`src/rtl/manch_tx_framer.sv`:
```
// Manchester line transmitter: frames one parallel word per valid/ready handshake as
// optional alternating preamble, Manchester-coded payload, then an idle gap.
//
// state  | meaning
// S_IDLE | line at IDLE_LEVEL, tx_ready high, waiting for a word
// S_PRE  | sending alternating 1,0,... preamble bits
// S_DATA | sending payload bits from the shift register
// S_GAP  | line at IDLE_LEVEL for GAP_HALVES cells before the next word
module manch_tx_framer #(
  parameter int CLK_FREQ      = 18_750_000,
  parameter int BAUDRATE      = 115200,
  parameter int DATA_W        = 8,
  parameter int PREAMBLE_BITS = 8,
  parameter int GAP_HALVES    = 4,
  parameter bit MSB_FIRST     = 1'b0,
  parameter bit IEEE_MODE     = 1'b1,
  parameter bit IDLE_LEVEL    = 1'b0
) (
  input  logic              clk,
  input  logic              rst,
  input  logic [DATA_W-1:0] tx_data,
  input  logic              tx_valid,
  output logic              tx_ready,
  output logic              tx_manch,
  output logic              busy
);

  localparam int HALF    = CLK_FREQ / (2 * BAUDRATE);
  localparam int HALF_W  = (HALF > 1) ? $clog2(HALF) : 1;
  localparam int BIT_MAX = (PREAMBLE_BITS > DATA_W) ? PREAMBLE_BITS : DATA_W;
  localparam int BIT_W   = (BIT_MAX > 1) ? $clog2(BIT_MAX) : 1;
  localparam int GAP_W   = (GAP_HALVES > 1) ? $clog2(GAP_HALVES) : 1;

  localparam logic [HALF_W-1:0] HALF_LAST = HALF_W'((HALF > 0) ? HALF - 1 : 0);
  localparam logic [BIT_W-1:0]  PRE_LAST  = BIT_W'((PREAMBLE_BITS > 0) ? PREAMBLE_BITS - 1 : 0);
  localparam logic [BIT_W-1:0]  DATA_LAST = BIT_W'(DATA_W - 1);
  localparam logic [GAP_W-1:0]  GAP_LAST  = GAP_W'(GAP_HALVES - 1);

  if (HALF < 1) begin : g_bad_half
    $error("manch_tx_framer: CLK_FREQ/(2*BAUDRATE) must be at least 1");
  end
  if (DATA_W < 1 || DATA_W > 32) begin : g_bad_data_w
    $error("manch_tx_framer: DATA_W must be 1..32");
  end
  if (PREAMBLE_BITS < 0 || PREAMBLE_BITS > 255) begin : g_bad_pre
    $error("manch_tx_framer: PREAMBLE_BITS must be 0..255");
  end
  if (GAP_HALVES < 1 || GAP_HALVES > 255) begin : g_bad_gap
    $error("manch_tx_framer: GAP_HALVES must be 1..255");
  end

  typedef enum logic [1:0] {S_IDLE, S_PRE, S_DATA, S_GAP} state_t;

  state_t              state_q, state_d;
  logic [HALF_W-1:0]   half_q, half_d;
  logic                phase_q, phase_d;
  logic [BIT_W-1:0]    bit_q, bit_d;
  logic [GAP_W-1:0]    gap_q, gap_d;
  logic [DATA_W-1:0]   shift_q, shift_d;
  logic                manch_q, manch_d;
  logic                ready_q, ready_d;
  logic                busy_q, busy_d;

  logic                cell_end;
  logic                cur_bit;
  logic [DATA_W-1:0]   shift_next;

  function automatic logic first_cell(input logic b);
    return IEEE_MODE ? ~b : b;
  endfunction

  function automatic logic head_bit(input logic [DATA_W-1:0] w);
    return MSB_FIRST ? w[DATA_W-1] : w[0];
  endfunction

  assign cell_end   = (half_q == HALF_LAST);
  assign shift_next = MSB_FIRST ? (shift_q << 1) : (shift_q >> 1);
  // preamble starts with 1, so even bit indices carry 1
  assign cur_bit    = (state_q == S_PRE) ? ~bit_q[0] : head_bit(shift_q);

  always_comb begin
    state_d = state_q;
    half_d  = half_q;
    phase_d = phase_q;
    bit_d   = bit_q;
    gap_d   = gap_q;
    shift_d = shift_q;
    manch_d = manch_q;
    ready_d = ready_q;
    busy_d  = busy_q;

    unique case (state_q)
      S_IDLE: begin
        half_d  = '0;
        phase_d = 1'b0;
        bit_d   = '0;
        gap_d   = '0;
        manch_d = IDLE_LEVEL;
        ready_d = 1'b1;
        busy_d  = 1'b0;
        if (tx_valid && ready_q) begin
          shift_d = tx_data;
          ready_d = 1'b0;
          busy_d  = 1'b1;
          if (PREAMBLE_BITS > 0) begin
            state_d = S_PRE;
            manch_d = first_cell(1'b1);
          end else begin
            state_d = S_DATA;
            manch_d = first_cell(head_bit(tx_data));
          end
        end
      end

      S_PRE: begin
        half_d = cell_end ? '0 : half_q + 1'b1;
        if (cell_end) begin
          if (!phase_q) begin
            phase_d = 1'b1;
            manch_d = ~first_cell(cur_bit);
          end else begin
            phase_d = 1'b0;
            if (bit_q == PRE_LAST) begin
              state_d = S_DATA;
              bit_d   = '0;
              manch_d = first_cell(head_bit(shift_q));
            end else begin
              bit_d   = bit_q + 1'b1;
              manch_d = first_cell(bit_q[0]);
            end
          end
        end
      end

      S_DATA: begin
        half_d = cell_end ? '0 : half_q + 1'b1;
        if (cell_end) begin
          if (!phase_q) begin
            phase_d = 1'b1;
            manch_d = ~first_cell(cur_bit);
          end else begin
            phase_d = 1'b0;
            if (bit_q == DATA_LAST) begin
              state_d = S_GAP;
              bit_d   = '0;
              gap_d   = '0;
              manch_d = IDLE_LEVEL;
            end else begin
              bit_d   = bit_q + 1'b1;
              shift_d = shift_next;
              manch_d = first_cell(head_bit(shift_next));
            end
          end
        end
      end

      S_GAP: begin
        half_d  = cell_end ? '0 : half_q + 1'b1;
        manch_d = IDLE_LEVEL;
        if (cell_end) begin
          if (gap_q == GAP_LAST) begin
            state_d = S_IDLE;
            half_d  = '0;
            gap_d   = '0;
            ready_d = 1'b1;
            busy_d  = 1'b0;
          end else begin
            gap_d = gap_q + 1'b1;
          end
        end
      end

      default: begin
        state_d = S_IDLE;
        manch_d = IDLE_LEVEL;
        ready_d = 1'b0;
        busy_d  = 1'b0;
      end
    endcase
  end

  always_ff @(posedge clk or posedge rst) begin
    if (rst) begin
      state_q <= S_IDLE;
      half_q  <= '0;
      phase_q <= 1'b0;
      bit_q   <= '0;
      gap_q   <= '0;
      shift_q <= '0;
      manch_q <= IDLE_LEVEL;
      ready_q <= 1'b0;
      busy_q  <= 1'b0;
    end else begin
      state_q <= state_d;
      half_q  <= half_d;
      phase_q <= phase_d;
      bit_q   <= bit_d;
      gap_q   <= gap_d;
      shift_q <= shift_d;
      manch_q <= manch_d;
      ready_q <= ready_d;
      busy_q  <= busy_d;
    end
  end

  assign tx_manch = manch_q;
  assign tx_ready = ready_q;
  assign busy     = busy_q;

endmodule

```
`config.mk`:
```
export PLATFORM = sky130hd
export DESIGN_NAME = manch_tx_framer
export DESIGN_NICKNAME = d
export VERILOG_FILES = /design/src/rtl/manch_tx_framer.sv
export SDC_FILE = /design/constraint.sdc
export NUM_CORES = 1
export LEC_CHECK = 0
export CORE_MARGIN = 5
export CORE_UTILIZATION = 24
export DETAILED_ROUTE_END_ITERATION = 7
export DONT_BUFFER_PORTS = 1
export GPL_ROUTABILITY_DRIVEN = 0
export PLACE_DENSITY = 0.46
export SKIP_LAST_GASP = 1
export SYNTH_ARGS = -nofsm -noshare
export SYNTH_HDL_FRONTEND = slang
export SYNTH_SLANG_ARGS = --single-unit
```
`constraint.sdc`:
```
create_clock -name clk -period 4.5 [get_ports clk]
set_clock_uncertainty 0.1 [all_clocks]
set_input_delay 0.9 -clock clk [delete_from_list [all_inputs] [get_ports clk]]
set_output_delay 0.9 -clock clk [all_outputs]
set_load 0.005 [all_outputs]
```
==> metrics <==
final wirelength=2690 um; Resized cells post-CTS=0; WHS Endpoint=half_q[0]; Finish-stage setup viols=0; H-tree Lvls=1; WL met1=between 1000 and 1500 um; hold depth=1; critical-path maximum fanout=15; first-pass GRT wire length=4750 um; # hold bufs at CTS=0; part of the cycle the worst path needs=between 50 and 60%; Antenna Nets Post-Route=0; Post-DP HPWL=between 2000 and 2500 um; worst rel slew slack=33.0%; initial core utilization=24.5%; CTS root buffer=clkbuf_8; R2R cell count=5; FF/Latch Area=651 um2; port bufs=0; vias in the first global route=1041; routed len/inst=around 13 um; minimum clock period=2.36 ns; core box area=roughly 5900 um2; DR vias=about 940; drt via density=4.50; Tot GR Track Use=7.80%; Pre-antenna DRT Iters=4; Rows=28; Clk pin slew, worst setup/hold paths=approximately 0.090 ns; Skew-Pair Late Insertion Delay=0.27 ns; DP Area=1520 um2; Hold WS=0.382 ns; worst path arrival time=approximately 2.4 ns; Mapped Avg Cell Area=roughly 11 um2; Final Util=26.7%; peak supply drop=~0.00012 V; drc violations=0; startpoint types=flip-flop; total clock sinks=26; met2 wire len=1270 um; multi-input logic area=744 um2; CTS Buf Count=3; Initial DRC Count=39; met3 wire len=108 um; num ports=14; CTS tree=done; top layer in use=met4; critical path type=flip-flop to flip-flop; number of max-cap violations=0; # nets final=between 150 and 200; Tightest Pin Transition=between 1 and 1.5 ns; RSZ-0062 raised after global routing=false; Max Fclk=424 MHz; FF+latch count, synth=26; filler instances=626; syn_nets=154; Die Wd=between 80 and 90 um; Yosys warnings=0; area growth from synthesis to final layout=9.20%; Power per Cell Area=250 nW/um2; Netlist cell types=36; die extent in y=87.5 um; clk buf depth=2; share of layout cells above drive strength 1=17.3%; Final Hold Viols=0; largest net degree at the start of global routing=27; end of the worst register-to-register path=shift_q[3]; status=completed; Final Cell Area=roughly 1600 um2; part of the Yosys area used for sequential elements=45.1%; Crit. End Element=flip-flop; Hold Crit Class=flip-flop to flip-flop; LEAKAGE=0.000718 uW; R2R setup slack=2.14 ns; Critical Path RT=4.56 ns; grt ovf=0; cell count after synthesis=between 100 and 150; Pins Over Slew Limit=0; Crit Reg-Reg Startpoint=state_q[0]; mapped cell area=~1400 um2; # diodes=0; Post CTS Setup Buffer Count=0; full die area=7660 um2; hold_sp=half_q[0]; setup_tns=0 ns; initial antenna violation count=0
-- cells in the mapped netlist --
library cell	instances	area [um2]
o221a_2	1	11.3
nand2b_1	1	6.26
o211a_1	1	10.0
nor3b_2	1	12.5
nand3b_1	2	15.0
o41ai_1	1	8.76
a21o_1	3	22.5
o2bb2ai_1	1	8.76
nor2b_1	1	6.26
nor3_1	3	15.0
ha_1	10	125
and3_1	2	12.5
or3_1	1	6.26
o21ai_0	5	25.0
xnor2_1	4	35.0
a21boi_0	2	15.0
nor2_1	11	41.3
o211ai_1	2	15.0
o21a_1	1	7.51
mux2_2	16	180
o21ai_1	2	10.0
dfrtp_1	26	651
or3_4	1	11.3
or4b_1	1	10.0
o22a_1	1	8.76
a21oi_1	1	5.00
clkbuf_1	3	11.3
o32a_1	1	10.0
o31ai_1	1	7.51
nor3b_1	2	15.0
a22o_1	2	17.5
nand3_1	6	30.0
inv_1	8	30.0
nand2_1	6	22.5
xor2_1	2	17.5
buf_2	1	5.00
-- registers in the layout (all words and copies together) (netlist names) --
signal and cells:
tx_manch 1, bit_q 3, state_q 2, busy 1, gap_q 2, phase_q 1, shift_q 8, tx_ready 1
half_q 7
-- through the flow --
step	setup slack [ns]	cells	total power (uW)
5_1_grt	1.93	208	409
3_3_place_gp	2.25	204	246
3_5_place_dp	2.12	204	246
4_1_cts	2.11	208	399
2_1_floorplan	2.47	133	244
6_report	2.14	208	393
-- power by group --
| group | leakage, uW | total [uW] | internal, uW | switching (uW) |
|---|---|---|---|---|
| Combinational | 0.000351 | 7.73 | 2.51 | 5.22 |
| Clock | 0.0000288 | 152 | 78.3 | 73.4 |
| Sequential | 0.000338 | 233 | 233 | 0 |
| Total | 0.000718 | 393 | 314 | 78.6 |
-- worst max path at each step --
| stage | startpoint | to | slack [ns] | depth (start not counted) |
|---|---|---|---|---|
| final | state_q[0] | shift_q[3] | 2.14 | 5 |
| after global routing | state_q[0] | shift_q[6] | 1.93 | 5 |
| after global placement | state_q[0] | shift_q[4] | 2.25 | 5 |
| after CTS | state_q[0] | shift_q[3] | 2.11 | 5 |
| after detailed placement | state_q[0] | shift_q[3] | 2.12 | 5 |
| after floorplan | half_q[5] | bit_q[0] | 2.47 | 5 |
-- logic make-up (layout without fill, tap and decap cells) --
| group | count (synthesis) | after routing | synth area share [%] |
|---|---|---|---|
| compound gates | 25 | 25 | 12.7 |
| buf+inv | 12 | 12 | 3.21 |
| flops | 26 | 26 | 45.1 |
| xor+xnor | 6 | 6 | 3.65 |
| fa+ha+maj | 10 | 10 | 8.68 |
| mux | 16 | 16 | 12.5 |
| simple gates | 38 | 38 | 14.1 |
-- cell type report --
| cell class | count | share of cell area [%] |
|---|---|---|
| Multi-Input combinational cell | 95 | 47.3 |
| Sequential cell | 26 | 41.3 |
| Tap cell | 75 | 5.96 |
| Clock buffer | 4 | 3.50 |
| Inverter | 8 | 1.91 |
-- metal layers --
| metal | GRT usage, % | up-vias |
|---|---|---|
| met4 | 2.09 | 0 |
| met3 | 2.08 | 2 |
| met5 | 0 | - |
| li1 | - | 472 |
| met2 | 12.5 | 16 |
| met1 | 10.3 | 447 |
-- placed cells by master, fill, tap and decap left out, types with 3 or more instances in the layout --
cell and instances:
xnor2_1 4, nor2_1 11, o21ai_0 5, inv_1 8, ha_1 10, nor3_1 3, dfrtp_1 26, nand3_1 6
mux2_2 16, nand2_1 6, a21o_1 3, clkbuf_8 4
-- worst max-delay path: stages (launching register included) --
cell	delay, ns
dfrtp_1	0.41
inv_1	0.13
ha_1	0.53
nor2b_1	0.09
o21ai_1	0.58
mux2_2	0.41
No activity file was read; power rests on OpenSTA's default activity.
